### src/rtl/uart_rx_fifo.sv
// UART receive FIFO: first-word-fall-through buffer of {error flags, data}
// with sticky overflow and RTS hysteresis. Define UART_RX_FIFO_OVERWRITE_EN to overwrite oldest on full.
module uart_rx_fifo #(
    parameter int DATA_BITS     = 8,
    parameter int FIFO_DEPTH    = 8,
    parameter int RTS_THRESHOLD = 6
) (
    input  logic                          SysClk,
    input  logic                          Rst,
    input  logic [DATA_BITS-1:0]          Wr_Data,
    input  logic [2:0]                    Wr_Error,
    input  logic                          Wr_Valid,
    input  logic                          Read_Done,
    input  logic                          Ovf_Clear,
    output logic [DATA_BITS-1:0]          Data_Out,
    output logic [2:0]                    Rx_Error,
    output logic                          Data_Rdy,
    output logic                          FIFO_Empty,
    output logic                          FIFO_Full,
    output logic                          FIFO_Overflow,
    output logic [$clog2(FIFO_DEPTH):0]   Count,
    output logic                          RTS
);
    localparam int AW = $clog2(FIFO_DEPTH);
    localparam int CW = AW + 1;
    localparam logic [CW-1:0] FULL_CNT = CW'(FIFO_DEPTH);
    localparam logic [CW-1:0] RTS_HI   = CW'(RTS_THRESHOLD);
    localparam logic [CW-1:0] RTS_LO   = CW'(RTS_THRESHOLD - 2);

    typedef struct packed {
        logic [2:0]           err;
        logic [DATA_BITS-1:0] data;
    } entry_t;

    entry_t        mem [FIFO_DEPTH];
    entry_t        wr_entry, head_q, head_nxt;
    logic [AW-1:0] rd_ptr, wr_ptr, rd_nxt, wr_nxt;
    logic [CW-1:0] cnt, cnt_nxt;
    logic          empty_q, full_q, ovf_q, rts_q;
    logic          is_empty, is_full, push, pop, adv_rd, ovf_evt, ovf_nxt, rts_nxt;

    always_comb begin
        wr_entry.err  = Wr_Error;
        wr_entry.data = Wr_Data;
        is_empty = (cnt == '0);
        is_full  = (cnt == FULL_CNT);
        pop      = Read_Done && !is_empty;
        ovf_evt  = Wr_Valid && is_full && !Read_Done;
`ifdef UART_RX_FIFO_OVERWRITE_EN
        push   = Wr_Valid;
        adv_rd = pop || ovf_evt;
`else
        push   = Wr_Valid && (!is_full || pop);
        adv_rd = pop;
`endif
        wr_nxt = push   ? wr_ptr + AW'(1) : wr_ptr;
        rd_nxt = adv_rd ? rd_ptr + AW'(1) : rd_ptr;

        cnt_nxt = cnt;
        if (push && !adv_rd)
            cnt_nxt = cnt + CW'(1);
        else if (!push && adv_rd)
            cnt_nxt = cnt - CW'(1);

        // Head after the edge: hold when going empty, bypass the incoming word
        // when it lands in an otherwise empty buffer, else read ahead from storage.
        if (cnt_nxt == '0)
            head_nxt = head_q;
        else if (push && (is_empty || (cnt == CW'(1) && pop)))
            head_nxt = wr_entry;
        else
            head_nxt = mem[rd_nxt];

        ovf_nxt = ovf_q;
        if (ovf_evt)
            ovf_nxt = 1'b1;
        else if (Ovf_Clear)
            ovf_nxt = 1'b0;

        rts_nxt = rts_q;
        if (cnt_nxt >= RTS_HI)
            rts_nxt = 1'b0;
        else if (cnt_nxt <= RTS_LO)
            rts_nxt = 1'b1;
    end

    always_ff @(posedge SysClk) begin
        if (Rst) begin
            rd_ptr  <= '0;
            wr_ptr  <= '0;
            cnt     <= '0;
            empty_q <= 1'b1;
            full_q  <= 1'b0;
            ovf_q   <= 1'b0;
            rts_q   <= 1'b1;
            head_q  <= '0;
        end else begin
            rd_ptr  <= rd_nxt;
            wr_ptr  <= wr_nxt;
            cnt     <= cnt_nxt;
            empty_q <= (cnt_nxt == '0);
            full_q  <= (cnt_nxt == FULL_CNT);
            ovf_q   <= ovf_nxt;
            rts_q   <= rts_nxt;
            head_q  <= head_nxt;
        end
    end

    // Storage carries no reset; occupancy alone defines validity.
    always_ff @(posedge SysClk) begin
        if (!Rst && push)
            mem[wr_ptr] <= wr_entry;
    end

    assign Data_Out      = head_q.data;
    assign Rx_Error      = head_q.err;
    assign Data_Rdy      = !empty_q;
    assign FIFO_Empty    = empty_q;
    assign FIFO_Full     = full_q;
    assign FIFO_Overflow = ovf_q;
    assign Count         = cnt;
    assign RTS           = rts_q;
endmodule

### config.mk
export PLATFORM = sky130hd
export DESIGN_NAME = uart_rx_fifo
export DESIGN_NICKNAME = d
export VERILOG_FILES = /design/src/rtl/uart_rx_fifo.sv
export SDC_FILE = /design/constraint.sdc
export NUM_CORES = 1
export LEC_CHECK = 0
export BUFFER_PORTS_ARGS = -buffer_cell sky130_fd_sc_hd__buf_2
export CAP_MARGIN = 20
export CORE_MARGIN = 2
export CORE_UTILIZATION = 25
export CTS_CLUSTER_SIZE = 28
export DETAILED_ROUTE_END_ITERATION = 16
export MAX_ROUTING_LAYER = met4
export PLACE_DENSITY = 0.38
export REMOVE_ABC_BUFFERS = 1
export SLEW_MARGIN = 30
export SYNTH_ARGS = -nofsm -noshare
export SYNTH_HDL_FRONTEND = slang
export SYNTH_SLANG_ARGS = --single-unit
### constraint.sdc
create_clock -name SysClk -period 3.4 [get_ports SysClk]
set_clock_uncertainty 0.15 [all_clocks]
set_input_delay 0.51 -clock SysClk [delete_from_list [all_inputs] [get_ports SysClk]]
set_output_delay 0.51 -clock SysClk [all_outputs]
set_load 0.03 [all_outputs]
==> out/metrics.yaml, run 1 <==
outcome:
  status: "finished clean"
sta:
  rsz0062_at_grt: "no"
  clock.fmax_mhz: 339
  timing.final.hold_violations: 0
  finalWorstSetupSlack_ns: 0.453
  finalSetupViolCount: 0
  fin_crit_sh_pct: 86.7
  period_minus_slack_ns: 2.95
  slew_headroom_pct: 48.9
  slew_violations: 0
  tightest_slew_ns: 0.767
setup_path:
  crit_family: "multiplexers"
  worst-path-stages: 9
  cp-startpoint: "Count[0]"
  reg2reg_slack_ns: 0.45
  slowest_stage: "mux4_1"
  critPathBufInv: 2
  r2r_start: "Count[0]"
  arrival_ns: 3.09
  crit_end: "Rx_Error[1]"
  reg2regPathDepth: 9
  start_kind: "flop"
  crit_chain: "inv_1 -> ha_1 -> or3b_4 -> nand2_4 -> mux2i_4 -> buf_12 -> mux4_1 -> mux2i_1 -> o211ai_1"
  path_class: "reg -> reg"
  required_ns: 3.54
  r2r_end: "Rx_Error[1]"
  worst_setup_path_end_kind: "flop"
  slowest_delay_ns: 0.57
  cp_max_fo: 23
placed_design:
  dp_slack_ns: 0.440
  numPortBuffers: 35
  gp_congestion: 0.747
  place_hpwl_um: 7030
  dp_cells: 565
clock_network:
  clk-insertion-delay-late_ns: 0.42
  htreeDepth: 4
  cts.sinks: 113
  cts_tree: "yes"
  cts_buffers: 17
  postCtsSetupBuffers: 0
  cts_root_buffer: "clkbuf_16"
  cts_hold_buf: 0
  clk_pin_slew_ns: 0.05
  ctsLongestPathBuffers: 2
  ctsResizeCount: 0
drt:
  first_pass_iters: 4
  vias_per_cell: 4.62
  drt-total-wl_um: 12000
  wire_per_inst_um: 20.0
  drt_iter0_markers: 158
  drtAntennaViolNets: 0
  drcViolationCount: 0
  vias: 2761
yosys:
  synth-compound-area-share_pct: 5.52
  synth-xor-area-share_pct: 1.45
  synth-warning-count: 0
  synth_commonest_cells: "edfxtp_1, dfxtp_1, mux4_2"
  async_reset_ff_share_pct: 0
  synth_top_family_by_area: "multiplexers"
  synth-adder-area-share_pct: 1.32
  ys_ff_latch: 113
  yosysTopAreaCell: "edfxtp_1"
  synth.mux.area_fraction_pct: 13.4
  synth_top_area_share_pct: 55.8
  yosys-top-cells-area: "edfxtp_1, dfxtp_1, mux4_2, mux2i_1, o211ai_1"
  ys_seq_area_share_pct: 66.4
  syn_area_mm2: 0.00474
  synthSimpleGateAreaFrac_pct: 9.70
  synth_edf_count: 88
  syn_inst: 296
  avgSynthCellArea_um2: 16.0
  ys.flop_type: "edfxtp_1"
  ys_types: 42
  synth_most_common_cell: "edfxtp_1"
floorplan:
  pin_count: 36
  start_util_pct: 25.4
  die_h_um: 142
  die_area_mm2: 0.0201
  core.rowCount: 50
  core_mm2: 0.0186
  die_w_um: 142
cells_and_area:
  nNetsFinal: 371
  drive_gt1_share_pct: 31.1
  area_delta_synth_final_pct: 23.2
  multi_input_area_mm2: 0.00152
  ff_latch_area_mm2: 0.00314
  layoutNonFillerInstCount: 597
  antennaDiodeCount: 0
  fill_cells: 1857
power:
  static-leakage-power_uw: 0.00206
  vdd_drop_max_v: 0.000335
  clockPowerShare_pct: 34.5
  switchingPower_uw: 1590
  power_density_mw_per_mm2: 808
  pwr-share-seq_pct: 35.7
  power.internal_uw: 3130
  switching_share_pct: 33.7
  p_comb_share_pct: 29.8
hold_path:
  hold_path.class: "in -> reg"
grt:
  grt.total_usage_pct: 13.1
  antenna_found_initial: 0
  grt_max_degree: 41
  grt.overflow.total: 0
  grt_first_pass_wirelength_um: 18000
  grt_pass1_vias: 2833
job:
  cap_violations: 0
## worst min-delay path by stage
stage                      from           to  slack [ns]  cells after the start
finish              Wr_Error[0]    mem[5][8]        0.23                      1
global route         Wr_Data[6]    mem[2][6]        0.23                      1
CTS                 Wr_Error[0]    mem[3][8]        0.22                      1
detailed placement  Data_Out[4]  Data_Out[4]        0.37                      2
global placement      wr_ptr[1]    wr_ptr[1]        0.37                      2
floorplan             wr_ptr[1]    wr_ptr[1]        0.33                      2
## layout by cell type (no fill, tap or decap), types with 2 or more instances in the layout
cell         n
clkinv_2     2
edfxtp_1    88
xor2_1       2
inv_1        3
xor2_2       2
nor2_1      17
buf_2       35
nand3_1      3
inv_6        2
a21boi_0     2
a21oi_1      6
dfxtp_1     25
nand2_1      8
buf_4       17
nor3_2       4
clkinvlp_4   5
o211ai_1    13
clkbuf_16   17
nand3b_1     3
nor3b_1     11
nand4b_1    11
nor2b_1      7
mux4_2      21
ha_1         5
xnor2_1      3
mux2i_1     12
clkinv_1     4
o21ai_0     13
## metal layers
metal	up-vias	global-route usage, %	part of all wire, %
met5	-	-	0
met2	54	20.4	48
met4	0	4.42	1.2
met1	1419	16.5	47
met3	13	3.48	4.0
li1	1275	-	-
## power by group through the flow
stage | sequential [uW] | clock, uW | combinational (uW)
2_1_floorplan | 1830 | 0 | 765
3_3_place_gp | 1710 | 0 | 1420
3_5_place_dp | 1710 | 0 | 1420
4_1_cts | 1680 | 1670 | 1430
5_1_grt | 1700 | 1730 | 1520
6_report | 1680 | 1630 | 1410
## registers in the layout, summed over array words and instances (netlist names)
| register | flops |
|---|---|
| rd_ptr | 3 |
| mem | 88 |
| RTS | 1 |
| wr_ptr | 3 |
| FIFO_Full | 1 |
| FIFO_Overflow | 1 |
| FIFO_Empty | 1 |
| Count | 4 |
| Data_Out | 8 |
| Rx_Error | 3 |
## through the flow
step                      area, um2  setup TNS [ns]  total power (uW)  util (%)  hold slack, ns
after CTS                      5840               0              4790      31.3           0.221
after global routing           5840               0              4940      31.3           0.233
after floorplan                4640           -4.72              2600         -           0.331
after global placement         5290               0              3130      28.4           0.368
final                          5840               0              4720      31.3           0.231
after detailed placement       5290               0              3140      28.4           0.369
## kinds of logic after synthesis
| kind of cell | after synthesis |
|---|---|
| buffers and inverters | 21 |
| multiplexers | 35 |
| flip-flops | 113 |
| AO/OA/AOI/OAI | 40 |
| AND/OR/NAND/NOR | 75 |
| adder cells (fa/ha/maj) | 5 |
| XOR/XNOR | 7 |
## final cells by class
cell class | instances | share of cell area, %
Sequential cell | 113 | 53.9
Multi-Input combinational cell | 162 | 26.1
Clock buffer | 17 | 7.29
Timing Repair Buffer | 53 | 5.53
Tap cell | 234 | 5.02
Clock inverter | 15 | 2.04
Inverter | 3 | 0.193
Note: power is estimated with default switching activity, not from simulation.
==> run 2: changes to the inputs <==
- CELL_PAD_IN_SITES_DETAIL_PLACEMENT: unset -> 0
- CELL_PAD_IN_SITES_GLOBAL_PLACEMENT: unset -> 1
- PLACE_DENSITY: 0.38 -> 0.43
==> out/metrics.yaml, run 2 (synthesis gave the netlist of run 1 again) <==
clock_network:
  cts_buffers: 17  # unchanged
  cts_hold_buf: 0  # unchanged
  clk-insertion-delay-late_ns: 0.41  # about the same
  htreeDepth: 4  # unchanged
  ctsLongestPathBuffers: 2  # unchanged
  cts.sinks: 113  # unchanged
  cts_tree: "yes"
  clk_pin_slew_ns: 0.05  # about the same
  cts_root_buffer: "clkbuf_16"
  ctsResizeCount: 0  # unchanged
  postCtsSetupBuffers: 0  # unchanged
sta:
  tightest_slew_ns: 0.732  # -0.0350 ns
  slew_violations: 0  # unchanged
  clock.fmax_mhz: 341  # +0.61%
  slew_headroom_pct: 51.2  # +2.3 points
  rsz0062_at_grt: "no"
  period_minus_slack_ns: 2.93  # -0.0177 ns
  fin_crit_sh_pct: 86.2  # -0.52 points
  timing.final.hold_violations: 0  # unchanged
  finalSetupViolCount: 0  # unchanged
  whs_ns: 0.247  # +0.0162 ns
cells_and_area:
  layout_common_cells: "edfxtp_1, buf_2, dfxtp_1, mux4_2"
  layout.cells.most_common: "edfxtp_1"
  largest_register_ffs: 88  # unchanged
  largest-register: "mem"
  fin_util_pct: 31.9  # +0.57 points
  area_delta_synth_final_pct: 25.5
  nNetsFinal: 370  # -0.27%
  antennaDiodeCount: 0  # unchanged
  fin_area_mm2: 0.00594  # +1.8%
  drive_gt1_share_pct: 31.2  # +0.086 points
setup_path:
  arrival_ns: 3.07  # -0.02 ns
  start_kind: "flop"
  worst_setup_path_end_kind: "flop"
  r2r_start: "Count[0]"
  cp-startpoint: "Count[0]"
  path_class: "reg -> reg"
  cp_max_fo: 23  # unchanged
  reg2reg_slack_ns: 0.47  # +0.02 ns
  reg2regPathDepth: 9  # unchanged
  r2r_end: "Rx_Error[1]"
  required_ns: 3.54  # about the same
drt:
  drt-total-wl_um: 11600  # -2.7%
  vias_per_cell: 4.68  # +1.3%
  highest_layer: "met4"
  wl_met2_um: 5840  # +1.5%
  wire_per_inst_um: 19.5  # -2.5%
  vias: 2791  # +1.1%
  first_pass_iters: 4  # unchanged
  met1_length_um: 5210  # -6.9%
  drcViolationCount: 0  # unchanged
  drtAntennaViolNets: 0  # unchanged
  drt_iter0_markers: 138  # -13%
  wl_met3_um: 412  # -14%
hold_path:
  hold_end: "mem[4][4]"
  hold_path.class: "in -> reg"
  worstHoldStart: "Wr_Data[4]"
  hold-path-cell-count: 1  # unchanged
floorplan:
  core_mm2: 0.0186  # unchanged
  die_area_mm2: 0.0201  # unchanged
  start_util_pct: 25.4  # unchanged
  pin_count: 36  # unchanged
  die_w_um: 142  # unchanged
  die_h_um: 142  # unchanged
  core.rowCount: 50  # unchanged
placed_design:
  numPortBuffers: 35  # unchanged
  place_hpwl_um: 6870  # -2.4%
  gp_congestion: 0.721  # -3.5%
  placed_cell_area_mm2: 0.00528  # -0.28%
power:
  power_density_mw_per_mm2: 852  # +5.5%
  vdd_drop_max_v: 0.000351  # +4.9%
  static-leakage-power_uw: 0.00212  # +3.0%
  finalPower_uw: 5060  # +7.4%
grt:
  grt_pass1_vias: 2915  # +2.9%
  antenna_found_initial: 0  # unchanged
  grt_first_pass_wirelength_um: 17700  # -1.3%
  grt_max_degree: 41  # unchanged
  grt.total_usage_pct: 12.8  # -0.28 points
  grt.overflow.total: 0  # unchanged
outcome:
  status: "finished clean"
job:
  cap_violations: 0  # unchanged
-- run 2: cell type report --
cell class,count,area (um2)
well taps,234,293
inverters,3,11.3
multi-input cells,162,1510
fillers,1826,12700
repair buffers,52,315
clock buffers,17,425
clock inverters,15,240
flip-flops and latches,113,3140
-- run 2: where the power goes --
| part | total (uW) | switching (uW) | leakage, uW | internal [uW] |
|---|---|---|---|---|
| Sequential | 1680 | 78.5 | 0.00100 | 1600 |
| Combinational | 1390 | 842 | 0.000796 | 544 |
| Clock | 2000 | 630 | 0.000322 | 1370 |
| Total | 5060 | 1550 | 0.00212 | 3510 |
-- run 2: per-stage QoR --
| step | instances | setup slack, ns | TNS, ns |
|---|---|---|---|
| 2_1_floorplan | 278 | -0.484 | -4.72 |
| 3_3_place_gp | 564 | 0.483 | 0 |
| 3_5_place_dp | 564 | 0.458 | 0 |
| 4_1_cts | 596 | 0.439 | 0 |
| 5_1_grt | 596 | 0.271 | 0 |
| 6_report | 596 | 0.470 | 0 |
-- run 2: worst max-delay path by stage --
stage / to / depth (start not counted)
3_5_place_dp: Rx_Error[1] / 9
4_1_cts: Rx_Error[1] / 9
5_1_grt: Rx_Error[1] / 9
2_1_floorplan: Rx_Error[1] / 8
6_report: Rx_Error[1] / 9
3_3_place_gp: Rx_Error[1] / 9
-- run 2: per-layer routing --
metal	vias up	track usage, %
met5	-	-
met4	0	4.89
met3	14	3.21
met2	60	20.8
met1	1438	15.4
li1	1279	-
-- run 2: worst max-delay path, stage by stage (launching register included) --
cell	delay [ns]
dfxtp_1	0.35
inv_1	0.16
ha_1	0.27
or3b_4	0.45
nand2_4	0.11
mux2i_4	0.24
buf_12	0.25
mux4_1	0.58
mux2i_1	0.15
o211ai_1	0.10
